<file path="config.mk">
export PLATFORM = sky130hd
export DESIGN_NAME = mem_interface_unit_flat
export DESIGN_NICKNAME = d
export VERILOG_FILES = /design/src/rtl/tinyalu_pkg.sv /design/src/rtl/mem_interface_unit_if.sv /design/src/rtl/mem_bus_watchdog.sv /design/src/rtl/mem_interface_unit.sv /design/src/flat_wrapper.sv
export SDC_FILE = /design/constraint.sdc
export NUM_CORES = 1
export LEC_CHECK = 0
export BUFFER_PORTS_ARGS = -buffer_cell sky130_fd_sc_hd__buf_2
export CAP_MARGIN = 20
export CORE_UTILIZATION = 51
export DETAILED_ROUTE_END_ITERATION = 16
export GPL_TIMING_DRIVEN = 0
export PLACE_DENSITY_LB_ADDON = 0.2
export REMOVE_ABC_BUFFERS = 1
export SLEW_MARGIN = 20
export SYNTH_ARGS = -nofsm -noshare
export SYNTH_HDL_FRONTEND = slang
export SYNTH_SLANG_ARGS = --single-unit
</file>
<file path="constraint.sdc">
create_clock -name clk -period 3.6 [get_ports clk]
set_input_delay 0.18 -clock clk [delete_from_list [all_inputs] [get_ports clk]]
set_output_delay 0.18 -clock clk [all_outputs]
set_load 0.02 [all_outputs]
</file>
<file path="src/rtl/tinyalu_pkg.sv">
// Shared types for the ALU593 memory interface unit.
// FSM state enum, request bundle, bus widths and address helper.
package tinyalu_pkg;

   localparam int MEM_ADDR_W = 14;
   localparam int MEM_DATA_W = 8;

   typedef enum logic [2:0] {
      IDLE,
      RD,
      WR_LO,
      WR_HI,
      DONE,
      RELEASE
   } miu_state_t;

   typedef struct packed {
      logic [MEM_ADDR_W-1:0]   addr;
      logic [2*MEM_DATA_W-1:0] wdata;
   } miu_req_t;

   function automatic logic [MEM_ADDR_W-1:0] next_addr(
      input logic [MEM_ADDR_W-1:0] a
   );
      return a + MEM_ADDR_W'(1);
   endfunction

endpackage

</file>
<file path="src/rtl/mem_interface_unit_if.sv">
// Byte-wide main-memory bus between the MIU and main memory.
// Signals: mem_req, mem_we, mem_addr, mem_wdata (master out), mem_rdata, mem_ack (slave out).
interface mem_interface_unit_if;
   import tinyalu_pkg::*;

   logic                  mem_req;
   logic                  mem_we;
   logic [MEM_ADDR_W-1:0] mem_addr;
   logic [MEM_DATA_W-1:0] mem_wdata;
   logic [MEM_DATA_W-1:0] mem_rdata;
   logic                  mem_ack;

   modport master (
      output mem_req,
      output mem_we,
      output mem_addr,
      output mem_wdata,
      input  mem_rdata,
      input  mem_ack
   );

   modport slave (
      input  mem_req,
      input  mem_we,
      input  mem_addr,
      input  mem_wdata,
      output mem_rdata,
      output mem_ack
   );

endinterface

</file>
<file path="src/rtl/mem_bus_watchdog.sv">
// Bus wait counter: pulses timeout when an un-acked beat hits LIMIT cycles.
// Ports: clk, reset, active, ack, restart in; timeout out. Built only with MIU_TIMEOUT_EN.
`ifdef MIU_TIMEOUT_EN
module mem_bus_watchdog #(
   parameter int unsigned LIMIT = 64
) (
   input  logic clk,
   input  logic reset,
   input  logic active,
   input  logic ack,
   input  logic restart,
   output logic timeout
);

   logic [7:0] cnt;

   // Fires in the last allowed wait cycle so the request drops
   // after exactly LIMIT cycles; an ack in that cycle still wins.
   assign timeout = active && !ack && (cnt == 8'(LIMIT - 1));

   always_ff @(posedge clk) begin
      if (reset || restart) begin
         cnt <= '0;
      end else if (active && !ack) begin
         cnt <= cnt + 8'd1;
      end
   end

endmodule
`endif

</file>
<file path="src/rtl/mem_interface_unit.sv">
// Memory-side responder: runs IU loads/stores on the byte bus, pulses mem_done.
// Ports: clk, reset, load, store, addr, result, data, mem_done, mem_err, bus (master). Option: MIU_TIMEOUT_EN.
module mem_interface_unit
   import tinyalu_pkg::*;
#(
   parameter int unsigned TIMEOUT_CYCLES = 64
) (
   input  logic                    clk,
   input  logic                    reset,
   input  logic                    load,
   input  logic                    store,
   input  logic [MEM_ADDR_W-1:0]   addr,
   input  logic [2*MEM_DATA_W-1:0] result,
   output logic [MEM_DATA_W-1:0]   data,
   output logic                    mem_done,
   output logic                    mem_err,
   mem_interface_unit_if.master    bus
);

   if (TIMEOUT_CYCLES == 0 || TIMEOUT_CYCLES > 255) begin : g_bad_timeout
      $error("TIMEOUT_CYCLES must be in 1..255");
   end

   miu_state_t state;
   miu_state_t state_nx;
   miu_req_t   req_q;
   logic       timeout;

`ifdef MIU_TIMEOUT_EN
   logic active;
   logic restart;
   logic err_q;

   assign active  = (state == RD) || (state == WR_LO) ||
                    (state == WR_HI);
   // Any state change is a state entry, so the counter restarts.
   assign restart = (state_nx != state);

   mem_bus_watchdog #(
      .LIMIT(TIMEOUT_CYCLES)
   ) u_watchdog (
      .clk    (clk),
      .reset  (reset),
      .active (active),
      .ack    (bus.mem_ack),
      .restart(restart),
      .timeout(timeout)
   );

   // timeout only pulses on the edge into DONE, so err_q is high
   // exactly during the DONE cycle that follows an abort.
   always_ff @(posedge clk) begin
      if (reset) begin
         err_q <= 1'b0;
      end else begin
         err_q <= timeout;
      end
   end

   assign mem_err = (state == DONE) && err_q;
`else
   assign timeout = 1'b0;
   assign mem_err = 1'b0;
`endif

   always_comb begin
      state_nx = state;
      case (state)
         IDLE: begin
            if (load) begin
               state_nx = RD;
            end else if (store) begin
               state_nx = WR_LO;
            end
         end
         RD: begin
            if (bus.mem_ack || timeout) begin
               state_nx = DONE;
            end
         end
         WR_LO: begin
            if (bus.mem_ack) begin
               state_nx = WR_HI;
            end else if (timeout) begin
               state_nx = DONE;
            end
         end
         WR_HI: begin
            if (bus.mem_ack || timeout) begin
               state_nx = DONE;
            end
         end
         DONE: begin
            state_nx = RELEASE;
         end
         RELEASE: begin
            // Level requests stay high until seen done; wait them out.
            if (!load && !store) begin
               state_nx = IDLE;
            end
         end
         default: begin
            state_nx = IDLE;
         end
      endcase
   end

   always_ff @(posedge clk) begin
      if (reset) begin
         state <= IDLE;
         req_q <= '0;
         data  <= '0;
      end else begin
         state <= state_nx;
         if (state == IDLE && (load || store)) begin
            req_q <= '{addr: addr, wdata: result};
         end
         if (state == RD && bus.mem_ack) begin
            data <= bus.mem_rdata;
         end
      end
   end

   // Bus outputs decode from state and captured request only, so
   // they hold steady through every wait cycle of a beat.
   always_comb begin
      bus.mem_req   = 1'b0;
      bus.mem_we    = 1'b0;
      bus.mem_addr  = '0;
      bus.mem_wdata = '0;
      case (state)
         RD: begin
            bus.mem_req  = 1'b1;
            bus.mem_addr = req_q.addr;
         end
         WR_LO: begin
            bus.mem_req   = 1'b1;
            bus.mem_we    = 1'b1;
            bus.mem_addr  = req_q.addr;
            bus.mem_wdata = req_q.wdata[MEM_DATA_W-1:0];
         end
         WR_HI: begin
            bus.mem_req   = 1'b1;
            bus.mem_we    = 1'b1;
            bus.mem_addr  = next_addr(req_q.addr);
            bus.mem_wdata = req_q.wdata[2*MEM_DATA_W-1:MEM_DATA_W];
         end
         default: begin
         end
      endcase
   end

   assign mem_done = (state == DONE);

endmodule

</file>
<file path="src/flat_wrapper.sv">
// flat-port wrapper written by rule: the top's interface ports become plain ports
module mem_interface_unit_flat import tinyalu_pkg::*;
#(
   parameter int unsigned TIMEOUT_CYCLES = 64
)
  (clk, reset, load, store, addr, result, data, mem_done, mem_err, bus_mem_req, bus_mem_we, bus_mem_addr, bus_mem_wdata, bus_mem_rdata, bus_mem_ack);
  mem_interface_unit_if bus_i ();
  input  logic clk;
  input  logic reset;
  input  logic load;
  input  logic store;
  input  logic [MEM_ADDR_W-1:0] addr;
  input  logic [2*MEM_DATA_W-1:0] result;
  output logic [MEM_DATA_W-1:0] data;
  output logic mem_done;
  output logic mem_err;
  output wire logic [$bits(bus_i.mem_req)-1:0] bus_mem_req;
  output wire logic [$bits(bus_i.mem_we)-1:0] bus_mem_we;
  output wire logic [$bits(bus_i.mem_addr)-1:0] bus_mem_addr;
  output wire logic [$bits(bus_i.mem_wdata)-1:0] bus_mem_wdata;
  input wire logic [$bits(bus_i.mem_rdata)-1:0] bus_mem_rdata;
  input wire logic [$bits(bus_i.mem_ack)-1:0] bus_mem_ack;
  assign bus_mem_req = bus_i.mem_req;
  assign bus_mem_we = bus_i.mem_we;
  assign bus_mem_addr = bus_i.mem_addr;
  assign bus_mem_wdata = bus_i.mem_wdata;
  assign bus_i.mem_rdata = bus_mem_rdata;
  assign bus_i.mem_ack = bus_mem_ack;
  mem_interface_unit #(.TIMEOUT_CYCLES(TIMEOUT_CYCLES)) u_core (.clk(clk), .reset(reset), .load(load), .store(store), .addr(addr), .result(result), .data(data), .mem_done(mem_done), .mem_err(mem_err), .bus(bus_i));
endmodule
</file>
* After elaboration in Yosys (flattened, before gate mapping)
Index checks and enable logic that the tools add are counted.
Storage, ports and cells: bits in registers 41, bits of input ports 43, output and inout bits 34, word-level logic and storage cells 36
Operators by class: add/subtract/negate cells 1, equality and inequality tests 9, multiplexer cells 10, reductions and logical operators 12
Operators with widths (number):
- 14-bit one-hot mux with 2 select lines | 1
- 8-bit one-hot mux with 2 select lines | 1
- 3-bit two-way mux | 5
- 3-bit one-hot mux with 5 select lines | 1
- 14-bit by 1-bit adder with 14-bit output, second input constant | 1
- 3-bit by 2-bit == test with 1-bit output, second input constant | 2
- 3-bit == test, second input constant | 2
- 2-bit OR reduction | 3
- 2-bit by 1-bit != test with 1-bit output, second input constant | 2
- 4-bit AND reduction | 1
- 3-bit by 1-bit == test with 1-bit output, second input constant | 1
- 1-bit logical AND | 3
- 3-bit logical NOT | 1
- 3-bit != test, second input constant | 1
- 3-bit OR reduction | 1
- 1-bit logical NOT | 2
- 1-bit two-way mux | 2
- 2-bit != test, second input constant | 1
- 1-bit logical OR | 1

* Longest topological paths before layout
Gate-level depths: netlist of the first run.
depth in word-level cells 4, mapped depth 6, mapped depth without buffers 5

* Least setup slack after synthesis of the first run
Ideal clock, no wire load.
kind register to output, from reg u_core.req_q[17] (netlist bit), to out bus_mem_addr[12], arrival 1.619 ns, required time 3.420 ns, path slack 1.801 ns, cell stages (with the launch flop) 6, buffers on the path 0, cell sequence dfxtp_1 -> ha_1 -> nand3_4 -> nor4_2 -> mux2i_1 -> nor3_1
On the way: longest elaborated chain between the ends 2
RTL lines:
- start: declaration | line mem_interface_unit.sv:26 | miu_req_t req_q;
- start signal: assignment | line mem_interface_unit.sv:116 | req_q <= '{addr: addr, wdata: result};
- 14-bit by 1-bit adder with 14-bit output | line tinyalu_pkg.sv:25 | return a + MEM_ADDR_W'(1);
- 14-bit one-hot mux with 2 select lines | line mem_interface_unit.sv:131 | case (state)
- end: declaration | line flat_wrapper.sv:19 | output wire logic [$bits(bus_i.mem_addr)-1:0] bus_mem_addr;
No other way between the ends.

* Final worst setup path of the first run
from reg u_core.state[1], to out bus_mem_addr[13]
On the way: longest elaborated chain between the ends 3, elaborated cells between the ends (all ways) 5, those cells by class 3 x eq/ne; 1 x mux; 1 x reduce/logical
RTL lines:
- start: declaration | line mem_interface_unit.sv:24 | miu_state_t state;
- start signal: assignment | line mem_interface_unit.sv:114 | state <= state_nx;
- 3-bit by 2-bit == test with 1-bit output / 3-bit by 1-bit == test with 1-bit output (equally long branches) | line mem_interface_unit.sv:131
- 2-bit OR reduction (no source line)
- 14-bit one-hot mux with 2 select lines * | line mem_interface_unit.sv:131
Every way passes the cells marked *; elsewhere a longest branch is shown, timed or not.

==> results of run 1 <==
-- flip-flops by register name, summed over array words and instances, names as in the netlist --
register and cells:
u_core.data 8, u_core.req_q 30, u_core.state 3
-- cell families after synthesis --
| family | Yosys count | synth area share, % |
|---|---|---|
| AO/OA/AOI/OAI | 65 | 16.6 |
| XOR/XNOR | 2 | 0.775 |
| adder cells (fa/ha/maj) | 1 | 0.554 |
| buffers and inverters | 33 | 7.70 |
| flip-flops | 41 | 36.3 |
| multiplexers | 21 | 9.36 |
| other | 1 | 0.166 |
| AND/OR/NAND/NOR | 137 | 28.6 |
-- report_power, final --
| part | internal, W | total [W] | switching, W |
|---|---|---|---|
| sequential | 0.000503 | 0.000574 | 0.0000709 |
| combinational | 0.000139 | 0.000343 | 0.000204 |
| clock | 0.000207 | 0.000372 | 0.000165 |
| total | 0.000849 | 0.00129 | 0.000440 |
-- placed cells by master, fill, tap and decap left out, types with 4 or more instances in the layout --
| cell | instances |
|---|---|
| a21oi_1 | 43 |
| nor2_1 | 27 |
| clkbuf_8 | 5 |
| inv_1 | 7 |
| nor4_1 | 4 |
| o21ai_0 | 6 |
| nand4_1 | 4 |
| buf_2 | 75 |
| dfxtp_1 | 40 |
| mux2i_1 | 20 |
| nor3_1 | 8 |
| nand2_1 | 73 |
-- worst max-delay path: stages (launching register included) --
cell and delay, ns:
dfxtp_1 0.85, inv_1 0.39, or3_1 0.39, mux2_2 0.28, a21oi_2 0.12, buf_2 0.18
-- worst paths after layout --
| path | depth (start not counted) | to | slack (ns) |
|---|---|---|---|
| hold / removal | 3 | u_core.req_q[6] | 0.11 |
| setup reg to reg | 3 | u_core.req_q[18] | 1.48 |
| setup / recovery | 5 | bus_mem_addr[13] | 0.91 |
| hold reg to reg | 2 | u_core.req_q[7] | 0.46 |
-- per-layer routing --
layer | routed length (um) | vias up
met5 | 0 | -
met1 | 2310 | 989
met3 | 300 | 7
li1 | - | 1154
met4 | 49 | 0
met2 | 2450 | 62
-- stage by stage --
step,instance area [um2],setup WS (ns)
after global routing,2730,0.749
final,2730,0.909
after floorplan,2120,1.12
after global placement,2560,0.0950
after detailed placement,2620,1.24
after CTS,2730,0.907
-- area by class of cell --
class / count / area [um2] / area share (%)
well taps: 50 / 62.6 / 2.29
clock inverters: 3 / 46.3 / 1.69
flip-flops and latches: 41 / 822 / 30.1
inverters: 8 / 35.0 / 1.28
clock buffers: 5 / 68.8 / 2.52
repair buffers: 78 / 425 / 15.6
multi-input cells: 227 / 1270 / 46.6
==> results.cfg, run 1 <==
[outcome]
outcome = completed

[logic_synthesis]
synth_most_common_cell = nand2_1
synth_flop_cell = dfxtp_1
synth_cell_type_count = 45
yosysSeqAreaShare_pct = 36.3
yosys.area.top_type = dfxtp_1
synth_top_area_share_pct = 36.3
syn-mean-instance-area_um2 = 7.51
synthArstFlopShare_pct = 0
synth-seq-cells = 41
synth_area_leaders = dfxtp_1 (36%), nand2_1 (12%), a21oi_1 (9.5%), mux2i_1 (8.9%), nor2_1 (4.5%)
yosysWarnings = 0
yosys-top-cells-count = nand2_1 (73), a21oi_1 (43), dfxtp_1 (41)
synth_edf_count = 0
synthCells = 301
synth_area_um2 = 2260

[power]
irDropWorstVdd_mv = 0.362
total_power_w = 0.00129
p_leak_nw = 1.14
pwr_density_cell_nw_per_um2 = 472

[floorplan]
die_w_um = 68.6
ios = 77
fp-row-count = 23
die_y_um = 68.6
start_util_pct = 54.9
core_um2 = 4120
die_area_um2 = 4700

[sta]
post-route-period-util_pct = 74.7
tns_ns = 0
slew_viol_final = 0
tightest_slew_ns = 0.979
max_clock_freq_mhz = 372
rsz0062_at_grt = false
worst_hold_slack_ns = 0.114
setup_viol = 0
hold_viol_final = 0
fin_worst_skew_ns = 0.00405
slew_headroom_pct = 34.7
fin_crit_ns = 2.69

[placed_design]
dp_cells = 404
dp_hpwl_um = 3540
gp_congestion = 0.793
portBuffers = 75

[finish]
n_fill_cell = 374
fin_util_pct = 66.4
drive_gt1_share_pct = 27.3
antennaDiodeCount = 0
layout.cells.non_filler = 412
syn_to_final_growth_pct = 21.0
fin_nets = 405

[hold_path]
hp-class = in2reg
worstHoldStart = result[6]

[clock_tree]
cts_setup_buffers = 0
clock_path_buffers = 2
cts-root-buf = clkbuf_8
cts-htree-levels = 2
clkTransAtPathRegs_ns = 0.08
cts-resized-gates = 0
cts_hold_buf = 0
cts_tree = built
clk_latency_ns = 0.29
clock_sinks = 41
cts_buffers = 5

[drt]
vias = 2212
routed_via_density = 5.37
routed_wl_um = 5110
antenna_left = 0
firstDrtPassIters = 4
drt_iter0_markers = 150
drc = 0
drt-wirelength-per-cell_um = 12.4

[critical_path]
critical_path_required_ns = 3.42
crit_type = reg2out
cp-start-kind = register
crit_arrival_ns = 2.51
r2r-start = u_core.state[2]
crit_fanout = 20
end_kind = primary output
startpoint = u_core.state[1]

[global_route]
gr-total-overflow = 0
track_usage_pct = 22.9
grt_pass1_vias = 1808
use_met1_pct = 27.1
use_met2_pct = 40.2
grtUsageMet3_pct = 6.41
grt-busiest-layer = met2
antenna_found_initial = 0
grt_max_degree = 42
grt_pass1_wl_um = 8000

[flow_run]
drv_cap = 0
No activity file was read; power rests on OpenSTA's default activity.
==> run 2, diff against run 1 <==
Settings changed: CORE_UTILIZATION 51 to 45.
Clock period 3.6 ns to 2.35 ns, I/O delays scaled along.
==> run 2 against run 1 <==
Net effect: sequential power up 52%; non-clock buffer count is the same; setup slack got worse by 0.79 ns; clock-buffer cell count unchanged; highest routed layer unchanged.
==> results.cfg, run 2 (synthesized netlist as in run 1, its figures left out) <==
[global_route]
gr-total-overflow = 0
grt_max_degree = 42
antenna_found_initial = 0
track_usage_pct = 21.6
grt_pass1_vias = 2009
grt_pass1_wl_um = 8850

[clock_tree]
cts-resized-gates = 1
cts_hold_buf = 0
cts_buffers = 5
cts_setup_buffers = 0
cts_tree = built
cts-htree-levels = 2
cts-root-buf = clkbuf_8
clock_sinks = 41
clock_path_buffers = 2
clk_latency_ns = 0.29
clkTransAtPathRegs_ns = 0.07

[critical_path]
crit_path_max_incr_delay_ns = 0.49
cp_slowest_cell = dfxtp_1
worst-path-stages = 5
cp_top_family = simple AND/OR/NAND/NOR gates
critical_path_required_ns = 2.23
end_kind = primary output
crit_fanout = 8
path_cells = nand4_2 > nor4_2 > mux2_2 > a21oi_2 > buf_2
crit_arrival_ns = 2.11
crit_type = reg2out
critical_path_buf_inv_count = 1
cp-start-kind = register
rr_worst_depth = 3

[finish]
largest_reg_flops = 30
final_cell_mix = buf_2 (75), nand2_1 (73), a21oi_1 (43), dfxtp_1 (37), nor2_1 (27)
final_common_cell = buf_2
fin_nets = 405
drive_gt1_share_pct = 28.0
syn_to_final_growth_pct = 21.2
reg_top3 = u_core.req_q x30, u_core.data x8, u_core.state x3
largest_register = u_core.req_q
antennaDiodeCount = 0
layout.cells.non_filler = 428
fin_util_pct = 57.2
final_cell_area_um2 = 2740

[drt]
route.met2.wl_um = 2580
route.top_layer_used = met4
routed_wl_um = 5320
vias = 2222
drt-wirelength-per-cell_um = 12.4
firstDrtPassIters = 4
drt_iter0_markers = 99
drc = 0
wl_met1_um = 2360
wl_met3_um = 303
routed_via_density = 5.19
antenna_left = 0

[placed_design]
dp_cells = 421
portBuffers = 75
placed_area_um2 = 2630
dp_hpwl_um = 3600
gp_congestion = 0.866

[sta]
post-route-period-util_pct = 94.8
max_clock_freq_mhz = 449
fin_worst_skew_ns = 0.00193
slew_headroom_pct = 32.7
setup_viol = 0
tightest_slew_ns = 1.01
fin_crit_ns = 2.23
slew_viol_final = 0
rsz0062_at_grt = false
tns_ns = 0
hold_viol_final = 0

[floorplan]
die_w_um = 72.9
ios = 77
die_y_um = 72.9
fp-row-count = 25
core_um2 = 4790
die_area_um2 = 5310
start_util_pct = 47.2

[power]
seq_power_share_pct = 45.1
clock_power_share_pct = 28.0
irDropWorstVdd_mv = 0.502
p_leak_nw = 1.14
switchingPower_w = 0.000652
total_power_w = 0.00194
switching_share_pct = 33.6
comb_power_share_pct = 26.9
pwr_density_cell_nw_per_um2 = 708
p_int_w = 0.00129

[hold_path]
hp-class = in2reg
worstHoldPathCells = 3

[flow_run]
drv_cap = 0

[outcome]
outcome = completed
-- run 2: cell types whose count changed in the layout (fill, tap and decap cells not counted) --
| cell | change |
|---|---|
| dfxtp_1 | -3 |
| dfxtp_2 | +2 |
| buf_12 | +1 |
| buf_16 | -1 |
| buf_4 | +1 |
| buf_6 | -1 |
| clkinv_2 | +1 |
| clkinv_4 | -1 |
| clkinvlp_4 | -1 |
| dfxtp_4 | +1 |
-- run 2: layout make-up --
class | instances | area (um2)
tap | 67 | 83.8
clock inverter | 2 | 35.0
fill | 489 | 2050
sequential | 41 | 828
inverter | 8 | 35.0
clock buffer | 5 | 68.8
multi-input combinational | 227 | 1270
timing repair buffer | 78 | 414
-- run 2: per-layer routing --
metal  up-vias  global-route usage (%)
met3         9                    5.11
met1       997                    25.7
met2        64                    38.0
li1       1152                       -
met5         -                       0
met4         0                    7.41
-- run 2: power groups by stage --
stage	clock (W)	combinational, W	sequential [W]
finish	0.000542	0.000522	0.000874
global route	0.000585	0.000586	0.000890
CTS	0.000558	0.000530	0.000872
detailed placement	0	0.000528	0.000888
global placement	0	0.000469	0.000910
floorplan	0	0.000318	0.000892
-- run 2: stage by stage --
step,hold WS [ns],setup slack [ns]
after floorplan,0.187,-0.133
after global placement,0.349,-1.18
after detailed placement,0.361,0.0184
after CTS,0.0469,0.0182
after global routing,0.0499,0.0447
final,0.0532,0.122
-- run 2: path summary, 6_finish.rpt --
check / to / startpoint / slack (ns)
worst max register to register: u_core.req_q[7] / u_core.state[2] / 0.42
worst min-delay path: u_core.req_q[5] / result[5] / 0.05
worst min register to register: u_core.req_q[1] / u_core.req_q[1] / 0.45
worst max-delay path: bus_mem_addr[13] / u_core.req_q[19] / 0.12
-- run 2: tightest hold or removal path, delay by kind of cell --
family,cells,cell delay (ns)
AND/OR/NAND/NOR,1,0.04
AO/OA/AOI/OAI,1,0.05
buffers and inverters,1,0.09
==> run 3, diff against run 2 <==
Settings changed: CELL_PAD_IN_SITES_DETAIL_PLACEMENT set to 0, CELL_PAD_IN_SITES_GLOBAL_PLACEMENT set to 1, CORE_UTILIZATION 45 to 38, SKIP_LAST_GASP set to 1.
Clock period 2.35 ns to 2.7 ns, I/O delays scaled along.
==> run 3 against run 2 <==
Net effect: clock skew is 0.0024 ns higher; sequential share of layout area is 0.29 points lower; final area is 0.37% higher; first-iteration DRC count is 16% higher; sequential power is 12% lower; via count hardly changed; setup slack better by 0.15 ns; clock power is 11% lower; combinational power is 12% lower; die area is 18% higher; routed wire length is 6.4% higher; utilization is 8.2 points lower; largest cell class unchanged; highest routed layer unchanged.
==> results.cfg, run 3 (synthesized netlist as in run 1, its figures left out) <==
[outcome]
outcome = completed

[floorplan]
die_w_um = 79.1
core_um2 = 5610
die_y_um = 79.1
start_util_pct = 40.3
die_area_um2 = 6260
fp-row-count = 27
ios = 77

[sta]
max_clock_freq_mhz = 411
hold_viol_final = 0
fin_ws_ns = 0.269
tightest_slew_ns = 0.835
worst_hold_slack_ns = 0.0702
post-route-period-util_pct = 90.1
rsz0062_at_grt = false
setup_viol = 0
slew_headroom_pct = 44.3
fin_crit_ns = 2.43
fin_worst_skew_ns = 0.00433
slew_viol_final = 0

[critical_path]
crit_type = reg2out
critical_path_required_ns = 2.57
end_kind = primary output
cp-start-kind = register
crit_arrival_ns = 2.30
crit_fanout = 22

[drt]
firstDrtPassIters = 4
drt-wirelength-per-cell_um = 13.1
routed_wl_um = 5660
drc = 0
antenna_left = 0
routed_via_density = 5.13
drt_iter0_markers = 115
vias = 2223

[placed_design]
portBuffers = 75
pre_cts_slack_ns = 0.286
dp_hpwl_um = 3780
gp_congestion = 0.784
placed_area_um2 = 2640

[finish]
final_cell_mix = buf_2 (75), nand2_1 (73), a21oi_1 (43), dfxtp_1 (39), nor2_1 (27)
largest_register = u_core.req_q
reg_top3 = u_core.req_q x30, u_core.data x8, u_core.state x3
drive_gt1_share_pct = 27.7
final_cell_area_um2 = 2750
final_common_cell = buf_2
largest_reg_flops = 30
syn_to_final_growth_pct = 21.7
fin_nets = 405
antennaDiodeCount = 0
n_fill_cell = 621

[clock_tree]
clock_sinks = 41
cts-htree-levels = 2
clock_path_buffers = 2
cts-resized-gates = 1
cts_setup_buffers = 0
clkTransAtPathRegs_ns = 0.08
cts-root-buf = clkbuf_8
clk_latency_ns = 0.29
cts_hold_buf = 0
cts_tree = built
cts_buffers = 5

[global_route]
gr-total-overflow = 0
antenna_found_initial = 0
grt_pass1_wl_um = 9560
track_usage_pct = 19.2
grt_max_degree = 42
grt_pass1_vias = 2063

[power]
pwr_density_cell_nw_per_um2 = 620
p_leak_nw = 1.14
irDropWorstVdd_mv = 0.298

[hold_path]
hp-class = in2reg

[flow_run]
drv_cap = 0
## run 3: changes by cell type in the layout (fill, tap and decap cells not counted)
cell / previous run / this run
dfxtp_1: 37 / 39
or4_2: 0 / 1
buf_16: 0 / 1
dfxtp_4: 1 / 0
dfxtp_2: 3 / 2
buf_12: 1 / 0
or4_1: 3 / 2
## run 3: worst max-delay path: stages (launching register included)
cell and delay (ns):
dfxtp_1 0.87, nand2b_1 0.56, inv_1 0.16, a32o_2 0.26, buf_2 0.15
## run 3: worst paths after layout
check	slack, ns	startpoint	endpoint	cells after the start
max	0.27	u_core.state[2]	bus_mem_addr[6]	4
min	0.07	result[0]	u_core.req_q[0]	3
max reg2reg	0.60	u_core.state[2]	u_core.req_q[28]	3
min reg2reg	0.46	u_core.req_q[0]	u_core.req_q[0]	2
## run 3: cell type report
class / count / area (um2) / share of cell area [%]
Sequential cell: 41 / 823 / 29.9
Clock inverter: 2 / 35.0 / 1.27
Multi-Input combinational cell: 227 / 1270 / 46.4
Inverter: 8 / 35.0 / 1.27
Timing Repair Buffer: 78 / 422 / 15.3
Tap cell: 72 / 90.1 / 3.28
Clock buffer: 5 / 68.8 / 2.50
## run 3: power by group
part / internal, W / total, W / leakage (nW) / switching (W)
sequential: 0.000672 / 0.000766 / 0.337 / 0.0000946
clock: 0.000269 / 0.000481 / 0.0540 / 0.000212
combinational: 0.000183 / 0.000457 / 0.747 / 0.000274
## run 3: metal layers
layer,GRT usage (%),routed length [um],up-vias
met1,24.6,2690,1004
met4,5.45,64,0
li1,-,-,1152
met5,0,0,-
met3,4.37,341,6
met2,32.2,2570,61
## run 3: metrics by stage
stage / util, % / TNS [ns] / instances / total power, W
floorplan: - / 0 / 276 / 0.00105
global placement: 46.1 / -27.20 / 423 / 0.00121
detailed placement: 47.1 / 0 / 426 / 0.00124
CTS: 49.0 / 0 / 433 / 0.00172
global route: 49.0 / 0 / 433 / 0.00182
finish: 49.0 / 0 / 433 / 0.00170
